[src/rtl/quad_decoder_v3_if.sv]
// Pin and controller bus of the quadrature decoder.
// The decoder connects through the slave modport; the driving side uses master.
interface quad_decoder_v3_if #(
    parameter int COUNT_W = 32,
    parameter int VEL_W   = 16
);
    logic                      quadA;
    logic                      quadB;
    logic                      index;
    logic [1:0]                mode;
    logic                      dir_invert;
    logic                      preset_en;
    logic [COUNT_W-1:0]        preset_val;
    logic                      index_clr_en;
    logic                      err_clr;
    logic [COUNT_W-1:0]        count;
    logic                      dir;
    logic signed [VEL_W-1:0]   velocity;
    logic                      vel_valid;
    logic                      err;

    modport master (
        output quadA, quadB, index, mode, dir_invert, preset_en, preset_val,
               index_clr_en, err_clr,
        input  count, dir, velocity, vel_valid, err
    );

    modport slave (
        input  quadA, quadB, index, mode, dir_invert, preset_en, preset_val,
               index_clr_en, err_clr,
        output count, dir, velocity, vel_valid, err
    );
endinterface

[src/rtl/quad_decoder_v3.sv]
// Quadrature encoder interface: synchroniser, glitch filter, x4/x2/x1 decode,
// wrapping position counter with preset/index clear, illegal-transition flag and windowed velocity.
module quad_decoder_v3 #(
    parameter int COUNT_W     = 32,
    parameter int VEL_W       = 16,
    parameter int SYNC_STAGES = 2,
    parameter int FILT_LEN    = 3,
    parameter int VEL_PERIOD  = 100000
) (
    input  logic              clk,
    input  logic              rst,
    quad_decoder_v3_if.slave  bus
);
    localparam int SETTLE   = SYNC_STAGES + FILT_LEN + 1;
    localparam int SET_W    = $clog2(SETTLE + 1);
    localparam int RUN_W    = (FILT_LEN > 1) ? $clog2(FILT_LEN) : 1;
    localparam int WIN_W    = (VEL_PERIOD > 2) ? $clog2(VEL_PERIOD) : 1;
    localparam logic [RUN_W-1:0] RUN_LAST = RUN_W'(FILT_LEN - 1);
    localparam logic [WIN_W-1:0] WIN_LAST = WIN_W'(VEL_PERIOD - 1);
    localparam logic signed [VEL_W:0] VEL_MAX = $signed({2'b00, {(VEL_W-1){1'b1}}});
    localparam logic signed [VEL_W:0] VEL_MIN = -VEL_MAX;

    // Symmetric saturating add of a single step to the velocity accumulator.
    function automatic logic signed [VEL_W-1:0] sat_add(
        input logic signed [VEL_W-1:0] acc,
        input logic signed [VEL_W:0]   inc
    );
        logic signed [VEL_W:0] sum;
        sum = $signed({acc[VEL_W-1], acc}) + inc;
        if (sum > VEL_MAX) begin
            sat_add = VEL_MAX[VEL_W-1:0];
        end else if (sum < VEL_MIN) begin
            sat_add = VEL_MIN[VEL_W-1:0];
        end else begin
            sat_add = sum[VEL_W-1:0];
        end
    endfunction

    logic [SYNC_STAGES-1:0]  sync_a_r;
    logic [SYNC_STAGES-1:0]  sync_b_r;
    logic [SYNC_STAGES-1:0]  sync_i_r;
    logic [1:0]              synced_s;
    logic [1:0]              filt_r;
    logic [RUN_W-1:0]        run_r [2];
    logic [1:0]              prev_r;
    logic                    idx_prev_r;
    logic [SET_W-1:0]        settle_r;
    logic                    active_s;
    logic                    a_chg_s;
    logic                    b_chg_s;
    logic                    step_s;
    logic                    up_s;
    logic                    illegal_s;
    logic                    idx_clr_s;
    logic signed [VEL_W:0]   step_ext_s;
    logic signed [VEL_W-1:0] acc_next_s;
    logic [WIN_W-1:0]        win_r;
    logic signed [VEL_W-1:0] acc_r;
    logic [COUNT_W-1:0]      count_r;
    logic                    dir_r;
    logic                    err_r;
    logic signed [VEL_W-1:0] velocity_r;
    logic                    vel_valid_r;

    // Bit 1 is channel A, bit 0 is channel B throughout the filter and decode.
    assign synced_s = {sync_a_r[SYNC_STAGES-1], sync_b_r[SYNC_STAGES-1]};
    assign active_s = (settle_r == SET_W'(SETTLE));
    assign a_chg_s  = filt_r[1] ^ prev_r[1];
    assign b_chg_s  = filt_r[0] ^ prev_r[0];

    // Metastability synchronisers for the three asynchronous pins.
    always_ff @(posedge clk) begin
        if (rst) begin
            sync_a_r <= {SYNC_STAGES{1'b0}};
            sync_b_r <= {SYNC_STAGES{1'b0}};
            sync_i_r <= {SYNC_STAGES{1'b0}};
        end else begin
            sync_a_r <= {sync_a_r[SYNC_STAGES-2:0], bus.quadA};
            sync_b_r <= {sync_b_r[SYNC_STAGES-2:0], bus.quadB};
            sync_i_r <= {sync_i_r[SYNC_STAGES-2:0], bus.index};
        end
    end

    // Per-channel run-length filter: any agreement restarts the disagreement run.
    always_ff @(posedge clk) begin
        if (rst) begin
            filt_r <= 2'b00;
            for (int ch = 0; ch < 2; ch++) begin
                run_r[ch] <= {RUN_W{1'b0}};
            end
        end else begin
            for (int ch = 0; ch < 2; ch++) begin
                if (synced_s[ch] == filt_r[ch]) begin
                    run_r[ch] <= {RUN_W{1'b0}};
                end else if (run_r[ch] == RUN_LAST) begin
                    filt_r[ch] <= synced_s[ch];
                    run_r[ch]  <= {RUN_W{1'b0}};
                end else begin
                    run_r[ch] <= run_r[ch] + RUN_W'(1);
                end
            end
        end
    end

    // Previous-state tracking and post-reset settle counter.
    always_ff @(posedge clk) begin
        if (rst) begin
            prev_r     <= 2'b00;
            idx_prev_r <= 1'b0;
            settle_r   <= {SET_W{1'b0}};
        end else begin
            prev_r     <= filt_r;
            idx_prev_r <= sync_i_r[SYNC_STAGES-1];
            if (!active_s) begin
                settle_r <= settle_r + SET_W'(1);
            end else begin
                settle_r <= settle_r;
            end
        end
    end

    // Edge decode; during settle nothing is counted or flagged.
    always_comb begin
        step_s    = 1'b0;
        up_s      = 1'b0;
        illegal_s = 1'b0;
        idx_clr_s = 1'b0;
        if (active_s) begin
            illegal_s = a_chg_s & b_chg_s;
            idx_clr_s = bus.index_clr_en & sync_i_r[SYNC_STAGES-1] & ~idx_prev_r;
            up_s      = (filt_r[1] ^ prev_r[0]) ^ bus.dir_invert;
            case (bus.mode)
                2'b01:   step_s = a_chg_s & ~b_chg_s;
                2'b10:   step_s = a_chg_s & ~b_chg_s & ~filt_r[0];
                default: step_s = a_chg_s ^ b_chg_s;
            endcase
        end else begin
            step_s    = 1'b0;
            up_s      = 1'b0;
            illegal_s = 1'b0;
            idx_clr_s = 1'b0;
        end
    end

    // Signed step value and the saturated running window sum.
    always_comb begin
        step_ext_s = {(VEL_W+1){1'b0}};
        if (step_s) begin
            step_ext_s = up_s ? {{VEL_W{1'b0}}, 1'b1} : {(VEL_W+1){1'b1}};
        end else begin
            step_ext_s = {(VEL_W+1){1'b0}};
        end
        acc_next_s = sat_add(acc_r, step_ext_s);
    end

    // Position counter, direction and sticky error flag.
    always_ff @(posedge clk) begin
        if (rst) begin
            count_r <= {COUNT_W{1'b0}};
            dir_r   <= 1'b0;
            err_r   <= 1'b0;
        end else begin
            if (bus.preset_en) begin
                count_r <= bus.preset_val;
            end else if (idx_clr_s) begin
                count_r <= {COUNT_W{1'b0}};
            end else if (step_s) begin
                count_r <= up_s ? count_r + COUNT_W'(1) : count_r - COUNT_W'(1);
            end else begin
                count_r <= count_r;
            end
            if (step_s) begin
                dir_r <= up_s;
            end else begin
                dir_r <= dir_r;
            end
            if (illegal_s) begin
                err_r <= 1'b1;
            end else if (bus.err_clr) begin
                err_r <= 1'b0;
            end else begin
                err_r <= err_r;
            end
        end
    end

    // Velocity window: publish the step sum on the last window cycle and restart.
    always_ff @(posedge clk) begin
        if (rst) begin
            win_r       <= {WIN_W{1'b0}};
            acc_r       <= {VEL_W{1'b0}};
            velocity_r  <= {VEL_W{1'b0}};
            vel_valid_r <= 1'b0;
        end else if (win_r == WIN_LAST) begin
            win_r       <= {WIN_W{1'b0}};
            acc_r       <= {VEL_W{1'b0}};
            velocity_r  <= acc_next_s;
            vel_valid_r <= 1'b1;
        end else begin
            win_r       <= win_r + WIN_W'(1);
            acc_r       <= acc_next_s;
            velocity_r  <= velocity_r;
            vel_valid_r <= 1'b0;
        end
    end

    assign bus.count     = count_r;
    assign bus.dir       = dir_r;
    assign bus.err       = err_r;
    assign bus.velocity  = velocity_r;
    assign bus.vel_valid = vel_valid_r;
endmodule

[src/flat_wrapper.sv]
// flat-port wrapper written by rule: the top's interface ports become plain ports
module quad_decoder_v3_flat 
#(
    parameter int COUNT_W     = 32,
    parameter int VEL_W       = 16,
    parameter int SYNC_STAGES = 2,
    parameter int FILT_LEN    = 3,
    parameter int VEL_PERIOD  = 100000
)
  (clk, rst, bus_quadA, bus_quadB, bus_index, bus_mode, bus_dir_invert, bus_preset_en, bus_preset_val, bus_index_clr_en, bus_err_clr, bus_count, bus_dir, bus_velocity, bus_vel_valid, bus_err);
  quad_decoder_v3_if #(.COUNT_W(COUNT_W), .VEL_W(VEL_W)) bus_i ();
  input  logic clk;
  input  logic rst;
  input wire logic [$bits(bus_i.quadA)-1:0] bus_quadA;
  input wire logic [$bits(bus_i.quadB)-1:0] bus_quadB;
  input wire logic [$bits(bus_i.index)-1:0] bus_index;
  input wire logic [$bits(bus_i.mode)-1:0] bus_mode;
  input wire logic [$bits(bus_i.dir_invert)-1:0] bus_dir_invert;
  input wire logic [$bits(bus_i.preset_en)-1:0] bus_preset_en;
  input wire logic [$bits(bus_i.preset_val)-1:0] bus_preset_val;
  input wire logic [$bits(bus_i.index_clr_en)-1:0] bus_index_clr_en;
  input wire logic [$bits(bus_i.err_clr)-1:0] bus_err_clr;
  output wire logic [$bits(bus_i.count)-1:0] bus_count;
  output wire logic [$bits(bus_i.dir)-1:0] bus_dir;
  output wire logic [$bits(bus_i.velocity)-1:0] bus_velocity;
  output wire logic [$bits(bus_i.vel_valid)-1:0] bus_vel_valid;
  output wire logic [$bits(bus_i.err)-1:0] bus_err;
  assign bus_i.quadA = bus_quadA;
  assign bus_i.quadB = bus_quadB;
  assign bus_i.index = bus_index;
  assign bus_i.mode = bus_mode;
  assign bus_i.dir_invert = bus_dir_invert;
  assign bus_i.preset_en = bus_preset_en;
  assign bus_i.preset_val = bus_preset_val;
  assign bus_i.index_clr_en = bus_index_clr_en;
  assign bus_i.err_clr = bus_err_clr;
  assign bus_count = bus_i.count;
  assign bus_dir = bus_i.dir;
  assign bus_velocity = bus_i.velocity;
  assign bus_vel_valid = bus_i.vel_valid;
  assign bus_err = bus_i.err;
  quad_decoder_v3 #(.COUNT_W(COUNT_W), .VEL_W(VEL_W), .SYNC_STAGES(SYNC_STAGES), .FILT_LEN(FILT_LEN), .VEL_PERIOD(VEL_PERIOD)) u_core (.clk(clk), .rst(rst), .bus(bus_i));
endmodule
[config.mk]
export PLATFORM = sky130hd
export DESIGN_NAME = quad_decoder_v3_flat
export DESIGN_NICKNAME = d
export VERILOG_FILES = /design/src/rtl/quad_decoder_v3_if.sv /design/src/rtl/quad_decoder_v3.sv /design/src/flat_wrapper.sv
export SDC_FILE = /design/constraint.sdc
export NUM_CORES = 1
export LEC_CHECK = 0
export CORE_ASPECT_RATIO = 0.5
export CORE_MARGIN = 3
export CORE_UTILIZATION = 35
export CTS_BUF_LIST = sky130_fd_sc_hd__clkbuf_4
export DETAILED_ROUTE_END_ITERATION = 8
export PLACE_DENSITY = 0.64
export SYNTH_ARGS = -nofsm -noshare
export SYNTH_HDL_FRONTEND = slang
export SYNTH_SLANG_ARGS = --single-unit
[constraint.sdc]
create_clock -name clk -period 6.05 [get_ports clk]
set_clock_uncertainty 0.15 [all_clocks]
set_input_delay 1.21 -clock clk [delete_from_list [all_inputs] [get_ports clk]]
set_output_delay 1.21 -clock clk [all_outputs]
set_load 0.02 [all_outputs]
==> results.py, run 1 <==
metrics = {
    "status": {
        "outcome": "finished, final reports clean",
    },
    "job": {
        "cap_violations": 0,
    },
    "cells_and_area": {
        "layout.cells.most_common_list": "sky130_fd_sc_hd__dfxtp_1, sky130_fd_sc_hd__clkdlybuf4s50_1, sky130_fd_sc_hd__nor2_1",
        "drive_gt1_frac": 0.0638,
        "final_net_count": 958,
        "final_common_cell": "sky130_fd_sc_hd__dfxtp_1",
        "final_core_utilization": 0.441,
        "syn2layout_area_growth_pct": 21.2,
        "finalNonFillerCells": 1099,
        "final_area_mm2": 0.00783,
    },
    "route": {
        "drt_wl_cell_um": 15.7,
        "vias": 5914,
        "drt_first_pass_iters": 7,
        "detail_route.drc_violations": 0,
        "routed_wirelength_um": 17300,
        "via_per_inst": 5.38,
        "drt_iter0_drc": 372,
        "final_antenna_net_count": 0,
    },
    "grt": {
        "grt_antenna_before_repair": 1,
        "grt-ovfl-total": 0,
        "groute.usage.overall": 0.175,
        "grt_start_max_net_pins": 34,
        "grt_pass1_wl_um": 29000,
        "first_global_vias": 5873,
    },
    "logic_synthesis": {
        "mappedNetlistArea_mm2": 0.00646,
        "synth_edf_count": 4,
        "post_synthesis_cell_count": 764,
        "synthesis.yosys.warnings": 0,
        "leading_register_cell_type_out_of_synthesis": "sky130_fd_sc_hd__dfxtp_1",
        "synth.lib_cells_used.distinct": 70,
        "part_of_the_yosys_area_used_for_sequential_elements": 0.322,
        "postSynthRegisterBits": 102,
        "asyncSetResetFlopFracSynth": 0,
        "syn-mean-instance-area_um2": 8.45,
    },
    "floorplan": {
        "start_util": 0.364,
        "floorplan.rows": 34,
        "die_x_extent_um": 198,
        "floorplan.die_area_mm2": 0.0202,
        "io-pin-count": 94,
        "floorplan.die.height_um": 102,
        "core_mm2": 0.0177,
    },
    "power_and_ir_drop": {
        "internal-power_w": 0.00100,
        "power.density_mw_per_mm2": 193,
        "ir_worst_vdd_mv": 0.0920,
        "post-layout-total-power_w": 0.00151,
        "combinationalPowerShare": 0.291,
        "switchingPower_w": 0.000509,
        "sw_frac_of_total": 0.337,
        "seq_power_share": 0.478,
        "clock_power_share": 0.231,
        "power.static_leakage_nw": 3.17,
    },
    "clock_tree": {
        "worstSkewPairLatency_ns": 0.48,
        "cts-resized-gates": 0,
        "tritoncts": "built",
        "tritoncts_num_sinks": 102,
        "cts_max_path_buffers": 2,
        "post-cts-setup-buffer-count": 0,
        "h-tree-depth": 3,
        "clk_pin_slew_ns": 0.17,
        "post_cts_hold_buffer_count": 0,
        "clockRootBuffer": "sky130_fd_sc_hd__clkbuf_4",
        "cts-buffers-inserted": 9,
    },
    "sta": {
        "final_period_minus_worst_setup_slack_ns": 5.02,
        "slew_viol_final": 0,
        "final_hold_viol_count": 0,
        "timing.setup.tns_ns": 0,
        "worst_pin_slew_ns": 0.752,
        "fmaxAchievable_mhz": 199,
        "rsz0062_at_grt": "no",
        "post-route-period-util": 0.831,
        "setup_viol": 0,
        "max_slew_margin": 0.498,
    },
    "place": {
        "dp_cells": 1081,
        "io_buffer_count": 93,
        "place.detailed.hpwl_um": 12900,
        "gpl.final_weighted_congestion": 0.875,
        "dpl_cell_area_mm2": 0.00770,
    },
    "worst_setup_path": {
        "worst_path_max_stage_delay_ns": 0.51,
        "crit_chain": "clkdlybuf4s50_1 > inv_1 > ha_1 > nor2b_1 > o21bai_1 > nor2_1 > buf_4 > ha_1 > a211oi_1 > o21a_1 > nor3_1 > a2111oi_2 > o21ai_0 > xnor2_1 > buf_4 > and3_1 > a21oi_1 > o31ai_1",
        "cp.required_ns": 6.29,
        "critPathSlowestCell": "sky130_fd_sc_hd__and3_1",
        "startpoint_type": "input port",
        "crit_path_end_kind": "register",
        "criticalPathCategory": "input port to register",
        "worst_path_arrival_ns": 5.26,
        "timing.critical_path.fanout_max": 13,
    },
    "worst_hold_path": {
        "hold_class": "register to register",
    },
}
flip-flops by register name, summed over array words and instances, names as in the netlist:
name and count:
u_core.bus.count 32, u_core.win_r 17, u_core.acc_r 16, u_core.bus.velocity 16, u_core.run_r 4, u_core.settle_r 3, u_core.filt_r 2, u_core.prev_r 2
u_core.sync_a_r 2, u_core.sync_b_r 2, u_core.sync_i_r 2, u_core.bus.dir 1, u_core.bus.err 1, u_core.bus.vel_valid 1, u_core.idx_prev_r 1
power by group through the flow:
stage               sequential [W]  clock, W  combinational [W]
CTS                       0.000723  0.000365           0.000439
global route              0.000727  0.000387           0.000486
detailed placement        0.000737         0           0.000436
global placement          0.000737         0           0.000431
finish                    0.000722  0.000349           0.000440
floorplan                 0.000751         0           0.000291
routing by layer:
metal	part of all wire	up-vias	GRT usage
li1	-	2992	-
met1	0.49	2807	0.233
met2	0.47	100	0.302
met3	0.032	15	0.0280
met4	0.011	0	0.0397
met5	0	-	0
path summary, 6_finish.rpt:
path,from,endpoint,slack (ns),depth (start not counted)
setup reg to reg,u_core.filt_r[1],u_core.bus.velocity[10],1.74,17
setup / recovery,bus_mode[0],u_core.bus.velocity[10],1.03,18
hold reg to reg,u_core.sync_b_r[0],u_core.sync_b_r[1],0.30,1
hold / removal,u_core.sync_b_r[0],u_core.sync_b_r[1],0.30,1
synth_stat cells (4+ instances only):
master,n,area (um2)
sky130_fd_sc_hd__nand2b_1,7,43.8
sky130_fd_sc_hd__a21oi_1,59,295
sky130_fd_sc_hd__o21ai_1,4,20.0
sky130_fd_sc_hd__a22oi_1,7,52.6
sky130_fd_sc_hd__xnor2_1,28,245
sky130_fd_sc_hd__ha_1,55,688
sky130_fd_sc_hd__buf_1,4,15.0
sky130_fd_sc_hd__a21o_1,26,195
sky130_fd_sc_hd__a31oi_1,9,56.3
sky130_fd_sc_hd__a211oi_1,13,97.6
sky130_fd_sc_hd__xor2_1,28,245
sky130_fd_sc_hd__nor2b_1,13,81.3
sky130_fd_sc_hd__and3_1,9,56.3
sky130_fd_sc_hd__and4_1,5,43.8
sky130_fd_sc_hd__dfxtp_1,98,1960
sky130_fd_sc_hd__clkbuf_1,23,86.3
sky130_fd_sc_hd__a221o_1,10,100
sky130_fd_sc_hd__o21ai_0,41,205
sky130_fd_sc_hd__inv_1,31,116
sky130_fd_sc_hd__edfxtp_1,4,120
sky130_fd_sc_hd__nor3_1,23,115
sky130_fd_sc_hd__nand2_1,48,180
sky130_fd_sc_hd__a31o_2,4,35.0
sky130_fd_sc_hd__o21bai_1,7,52.6
sky130_fd_sc_hd__o31ai_1,6,45.0
sky130_fd_sc_hd__nor4_1,4,25.0
sky130_fd_sc_hd__o211ai_1,6,45.0
sky130_fd_sc_hd__nand4_1,9,56.3
sky130_fd_sc_hd__nor2_1,78,293
sky130_fd_sc_hd__mux2i_1,7,70.1
sky130_fd_sc_hd__a221oi_1,10,87.6
sky130_fd_sc_hd__or2_2,4,25.0
sky130_fd_sc_hd__and2_1,8,50.1
sky130_fd_sc_hd__nand3_1,16,80.1
sky130_fd_sc_hd__o21a_1,4,30.0
worst max-delay path: cells and delay by family:
| kind | cells | cell delay (ns) |
|---|---|---|
| simple gates | 4 | 0.82 |
| buf+inv | 4 | 0.90 |
| compound gates | 7 | 1.58 |
| fa+ha+maj | 2 | 0.59 |
| xor+xnor | 1 | 0.16 |
stage by stage:
| step | setup slack, ns | hold WS [ns] |
|---|---|---|
| global route | 0.594 | 0.321 |
| global placement | 0.560 | 0.271 |
| CTS | 1.06 | 0.297 |
| floorplan | 0.500 | 0.264 |
| finish | 1.03 | 0.296 |
| detailed placement | 0.548 | 0.283 |
cell type report:
class,count,area [um2]
Multi-Input combinational cell,604,4150
Tap cell,234,293
Fill cell,1750,9910
Sequential cell,102,2080
Timing Repair Buffer,110,1050
Clock buffer,9,67.6
Inverter,31,116
Antenna cell,3,7.51
Clock inverter,6,53.8
logic make-up after synthesis:
kind of cell	count (synthesis)	share of synthesized area
xor+xnor	56	0.0760
simple gates	241	0.184
other cells	1	0.000581
mux	8	0.0126
fa+ha+maj	58	0.114
flops	102	0.322
compound gates	237	0.254
buf+inv	61	0.0360
(Power assumes the default switching activity.)
==> inputs of run 2 (changes only) <==
Clock period 6.05 ns to 5.3 ns, I/O delays scaled along.
==> run 2 against run 1 <==
Against the previous run:
- total power is 15% higher
- non-clock buffer count is 46 higher
- sequential power is 14% higher
- via count is 3.9% higher
- clock power is 17% higher
- critical endpoint is now u_core.bus.velocity[5]
- highest routed layer unchanged
==> results.py, run 2 (synthesis gave the netlist of run 1 again) <==
metrics = {
    "grt": {
        "grt-ovfl-total": 0,
        "grt_antenna_before_repair": 0,
        "grt_pass1_wl_um": 29200,
        "grt_start_max_net_pins": 57,
        "first_global_vias": 5938,
        "groute.usage.overall": 0.176,
    },
    "floorplan": {
        "io-pin-count": 94,
        "die_x_extent_um": 198,
        "core_mm2": 0.0177,
        "floorplan.die.height_um": 102,
        "floorplan.rows": 34,
        "floorplan.die_area_mm2": 0.0202,
        "start_util": 0.364,
    },
    "job": {
        "cap_violations": 0,
    },
    "worst_setup_path": {
        "worst_r2r_startpoint": "u_core.prev_r[0]",
        "worst_path_max_stage_delay_ns": 0.42,
        "cp.required_ns": 5.58,
        "crit_path_buffers_inverters": 5,
        "critPathSlowestCell": "sky130_fd_sc_hd__clkdlybuf4s50_1",
        "timing.critical_path.fanout_max": 16,
        "path_depth_of_the_worst_reg2reg_path": 18,
        "rr_endpoint": "u_core.bus.velocity[5]",
        "startpoint_type": "input port",
        "criticalPathCategory": "input port to register",
        "crit_path_end_kind": "register",
        "worst_path_dominant_cell_family": "compound AO/OA/AOI/OAI gates",
        "reg2reg_slack_ns": 1.07,
        "crit_chain": "clkdlybuf4s50_1 > xnor2_1 > xnor2_1 > nand3_1 > inv_1 > nor2_2 > buf_12 > ha_1 > buf_4 > a211oi_1 > o21a_1 > nor3_1 > a2111oi_2 > o21ai_0 > xnor2_1 > buf_4 > nor2_2 > nor2_2 > a221o_1",
        "worst_path_arrival_ns": 5.15,
    },
    "sta": {
        "slew_viol_final": 0,
        "setup_viol": 0,
        "final_hold_viol_count": 0,
        "rsz0062_at_grt": "no",
        "post-route-period-util": 0.919,
        "max_slew_margin": 0.465,
        "final_period_minus_worst_setup_slack_ns": 4.87,
        "fmaxAchievable_mhz": 205,
        "postLayoutSetupSlackWorst_ns": 0.431,
        "hold-worst-slack_ns": 0.288,
        "worst_pin_slew_ns": 0.803,
        "timing.setup.tns_ns": 0,
    },
    "cells_and_area": {
        "final_core_utilization": 0.463,
        "finalNonFillerCells": 1143,
        "final_common_cell": "sky130_fd_sc_hd__dfxtp_1",
        "layout.cells.most_common_list": "sky130_fd_sc_hd__dfxtp_1, sky130_fd_sc_hd__clkdlybuf4s50_1, sky130_fd_sc_hd__nor2_1",
        "largest_register_ffs": 32,
        "n_antenna_cell": 0,
        "syn2layout_area_growth_pct": 27.3,
        "final_net_count": 1004,
        "drive_gt1_frac": 0.113,
    },
    "status": {
        "outcome": "finished, final reports clean",
    },
    "route": {
        "drt_wl_cell_um": 15.7,
        "via_per_inst": 5.38,
        "vias": 6146,
        "final_antenna_net_count": 0,
        "drt_iter0_drc": 329,
        "detail_route.drc_violations": 0,
        "routed_wirelength_um": 18000,
        "drt_first_pass_iters": 6,
    },
    "worst_hold_path": {
        "hold_class": "register to register",
        "min_to": "u_core.sync_b_r[1]",
        "hold_path.startpoint": "u_core.sync_b_r[0]",
        "hold_path_depth": 1,
    },
    "clock_tree": {
        "post_cts_hold_buffer_count": 0,
        "cts-buffers-inserted": 9,
        "post-cts-setup-buffer-count": 0,
        "cts_max_path_buffers": 2,
        "worstSkewPairLatency_ns": 0.48,
        "tritoncts": "built",
        "h-tree-depth": 3,
        "clockRootBuffer": "sky130_fd_sc_hd__clkbuf_4",
        "tritoncts_num_sinks": 102,
        "clk_pin_slew_ns": 0.19,
        "cts-resized-gates": 0,
    },
    "place": {
        "place.detailed.hpwl_um": 13600,
        "dp_cells": 1127,
        "io_buffer_count": 93,
        "gpl.final_weighted_congestion": 0.909,
        "pre_cts_ws_ns": 0.0283,
    },
    "power_and_ir_drop": {
        "power.density_mw_per_mm2": 211,
        "power.static_leakage_nw": 3.42,
        "ir_worst_vdd_mv": 0.110,
    },
}
## run 2: power by group
group | switching (W) | internal, W | total, W
sequential | 0.0000249 | 0.000801 | 0.000826
combinational | 0.000261 | 0.000243 | 0.000504
clock | 0.000300 | 0.000107 | 0.000407
## run 2: metrics by stage
stage               total power (W)  area, um2
floorplan                   0.00119       6470
detailed placement          0.00134       8080
finish                      0.00174       8220
global placement            0.00134       8080
global route                0.00184       8220
CTS                         0.00175       8220
## run 2: layout make-up
cell class / instances / area, um2
clock buffer: 9 / 67.6
clock inverter: 7 / 67.6
fill: 1731 / 9520
inverter: 31 / 116
multi-input combinational: 604 / 4160
sequential: 102 / 2080
tap: 234 / 293
timing repair buffer: 156 / 1440
## run 2: worst max-delay path by stage
stage                                   end  cells past startpoint  slack (ns)            from
finish               u_core.bus.velocity[5]                     19        0.43  bus_dir_invert
global route         u_core.bus.velocity[0]                     19        0.15     bus_mode[0]
CTS                 u_core.bus.velocity[13]                     19        0.51  bus_dir_invert
detailed placement   u_core.bus.velocity[9]                     19        0.03  bus_dir_invert
global placement     u_core.bus.velocity[5]                     19        0.09  bus_dir_invert
floorplan           u_core.bus.velocity[13]                     16        0.14  bus_dir_invert
## run 2: worst register-to-register path: cells and delay by family (launching register included)
kind	cells	cell delay, ns
xor gates and xnor gates	3	0.64
buffers and inverters	4	0.73
adders and majority gates	1	0.20
AOI/OAI and AO/OA	5	1.32
and+or+nand+nor	5	0.81
DFF	1	0.37
## run 2: layer usage
metal	global-route usage	part of all wire	vias up
met5	0	0	-
met4	0.0483	0.020	0
met3	0.0313	0.037	28
met2	0.308	0.47	129
met1	0.228	0.47	2891
li1	-	-	3098
==> inputs of run 3 (changes only) <==
Settings changed: CELL_PAD_IN_SITES_DETAIL_PLACEMENT from default to 1, CELL_PAD_IN_SITES_GLOBAL_PLACEMENT from default to 1, PLACE_DENSITY 0.64 to 0.79.
==> run 3 against run 2 <==
Against the previous run:
- routed wire length grew 8.3%
- sequential cell count unchanged
- hold slack better by 0.030 ns
- count of clock-buffer cells in the layout up 1
- total power rose by 1.5%
- die area is the same
==> results.py, run 3 (synthesis gave the netlist of run 1 again) <==
metrics = {
    "clock_tree": {
        "post_cts_hold_buffer_count": 0,
        "worstSkewPairLatency_ns": 0.47,
        "tritoncts_num_sinks": 102,
        "post-cts-setup-buffer-count": 0,
        "h-tree-depth": 3,
        "clk_pin_slew_ns": 0.17,
        "cts-resized-gates": 0,
        "cts-buffers-inserted": 9,
        "cts_max_path_buffers": 2,
        "clockRootBuffer": "sky130_fd_sc_hd__clkbuf_4",
        "tritoncts": "built",
    },
    "worst_hold_path": {
        "hold_class": "register to register",
    },
    "worst_setup_path": {
        "cp.required_ns": 5.54,
        "reg2reg_slack_ns": 1.08,
        "startpoint_type": "input port",
        "timing.critical_path.fanout_max": 16,
        "crit_path_end_kind": "register",
        "worst_path_max_stage_delay_ns": 0.50,
        "crit_chain": "clkdlybuf4s50_1 > inv_1 > ha_1 > nor2b_1 > o21bai_1 > nor2_2 > buf_12 > ha_1 > a211oi_1 > o21a_1 > nor3_1 > a2111oi_2 > buf_4 > xor2_1 > nand2_1 > nor4_1 > nor3_1 > a211oi_1",
        "critPathSlowestCell": "sky130_fd_sc_hd__clkdlybuf4s50_1",
        "criticalPathCategory": "input port to register",
        "worst_path_arrival_ns": 5.04,
    },
    "cells_and_area": {
        "drive_gt1_frac": 0.0872,
        "nFillCells": 2083,
        "final_net_count": 978,
        "area.sequential_mm2": 0.00208,
        "multi_input_gate_area_mm2": 0.00416,
        "layout.cells.most_common_list": "sky130_fd_sc_hd__dfxtp_1, sky130_fd_sc_hd__clkdlybuf4s50_1, sky130_fd_sc_hd__nor2_1",
        "largest_register_ffs": 32,
        "final_common_cell": "sky130_fd_sc_hd__dfxtp_1",
        "syn2layout_area_growth_pct": 24.1,
    },
    "sta": {
        "post-route-period-util": 0.905,
        "slew_viol_final": 0,
        "rsz0062_at_grt": "no",
        "final_hold_viol_count": 0,
        "worst_pin_slew_ns": 0.786,
        "max_slew_margin": 0.475,
        "postLayoutSetupSlackWorst_ns": 0.503,
        "setup_viol": 0,
        "final_period_minus_worst_setup_slack_ns": 4.80,
        "fmaxAchievable_mhz": 208,
    },
    "grt": {
        "grt_antenna_before_repair": 1,
        "grt_start_max_net_pins": 48,
        "grt_pass1_wl_um": 31800,
        "first_global_vias": 6290,
        "grt-ovfl-total": 0,
        "groute.usage.overall": 0.192,
    },
    "power_and_ir_drop": {
        "power.static_leakage_nw": 3.29,
        "power.density_mw_per_mm2": 220,
        "post-layout-total-power_w": 0.00176,
        "ir_worst_vdd_mv": 0.0983,
    },
    "place": {
        "place.detailed.hpwl_um": 14900,
        "pre_cts_ws_ns": -0.0178,
        "io_buffer_count": 93,
        "gpl.final_weighted_congestion": 0.872,
    },
    "route": {
        "topRoutingLayerUsed": "met4",
        "drt_wl_cell_um": 17.4,
        "dr_wl_met3_um": 658,
        "detail_route.drc_violations": 0,
        "met1Wirelength_um": 8980,
        "final_antenna_net_count": 0,
        "vias": 6091,
        "length_of_routed_met2_wiring_um": 9570,
        "routed_wirelength_um": 19500,
        "via_per_inst": 5.45,
        "drt_first_pass_iters": 5,
        "drt_iter0_drc": 267,
    },
    "job": {
        "cap_violations": 0,
    },
    "status": {
        "outcome": "finished, final reports clean",
    },
    "floorplan": {
        "floorplan.die.height_um": 102,
        "die_x_extent_um": 198,
        "floorplan.die_area_mm2": 0.0202,
        "floorplan.rows": 34,
        "io-pin-count": 94,
        "core_mm2": 0.0177,
        "start_util": 0.364,
    },
}
[run 3: cell type report]
| type | instances | share of cell area |
|---|---|---|
| Timing Repair Buffer | 130 | 0.153 |
| Multi-Input combinational cell | 604 | 0.518 |
| Inverter | 31 | 0.0145 |
| Sequential cell | 102 | 0.260 |
| Clock inverter | 6 | 0.00781 |
| Antenna cell | 1 | 0.000312 |
| Clock buffer | 10 | 0.00937 |
| Tap cell | 234 | 0.0365 |
[run 3: metrics by stage]
| stage | hold slack, ns | TNS [ns] | utilization | instance area [um2] | cells |
|---|---|---|---|---|---|
| after floorplan | 0.264 | 0 | - | 6470 | 767 |
| after global placement | 0.271 | 0 | 0.444 | 7880 | 1101 |
| after detailed placement | 0.298 | -0.0688 | 0.444 | 7880 | 1101 |
| after CTS | 0.323 | 0 | 0.452 | 8010 | 1117 |
| after global routing | 0.322 | 0 | 0.452 | 8020 | 1118 |
| final | 0.317 | 0 | 0.452 | 8020 | 1118 |
[run 3: path summary, 6_finish.rpt]
check                          start                     end  cells after the start
setup / recovery         bus_mode[0]  u_core.bus.velocity[0]                     18
hold / removal    u_core.sync_b_r[0]      u_core.sync_b_r[1]                      1
setup reg to reg    u_core.filt_r[1]  u_core.bus.velocity[0]                     17
hold reg to reg   u_core.sync_b_r[0]      u_core.sync_b_r[1]                      1
[run 3: power breakdown]
part	switching (W)	internal (W)
Clock	0.000303	0.000117
Sequential	0.0000252	0.000801
Combinational	0.000273	0.000245
Total	0.000601	0.00116
[run 3: worst max-delay path: cells and delay by family]
family	cells	cell delay [ns]
AO/OA/AOI/OAI	5	1.40
XOR/XNOR	1	0.21
AND/OR/NAND/NOR	6	0.85
buffers and inverters	4	0.90
adder cells (fa/ha/maj)	2	0.60
[run 3: routing by layer]
metal / vias to the layer above / global-route usage
li1: 3024 / -
met1: 2962 / 0.241
met2: 85 / 0.351
met3: 20 / 0.0343
met4: 0 / 0.0391
met5: - / 0
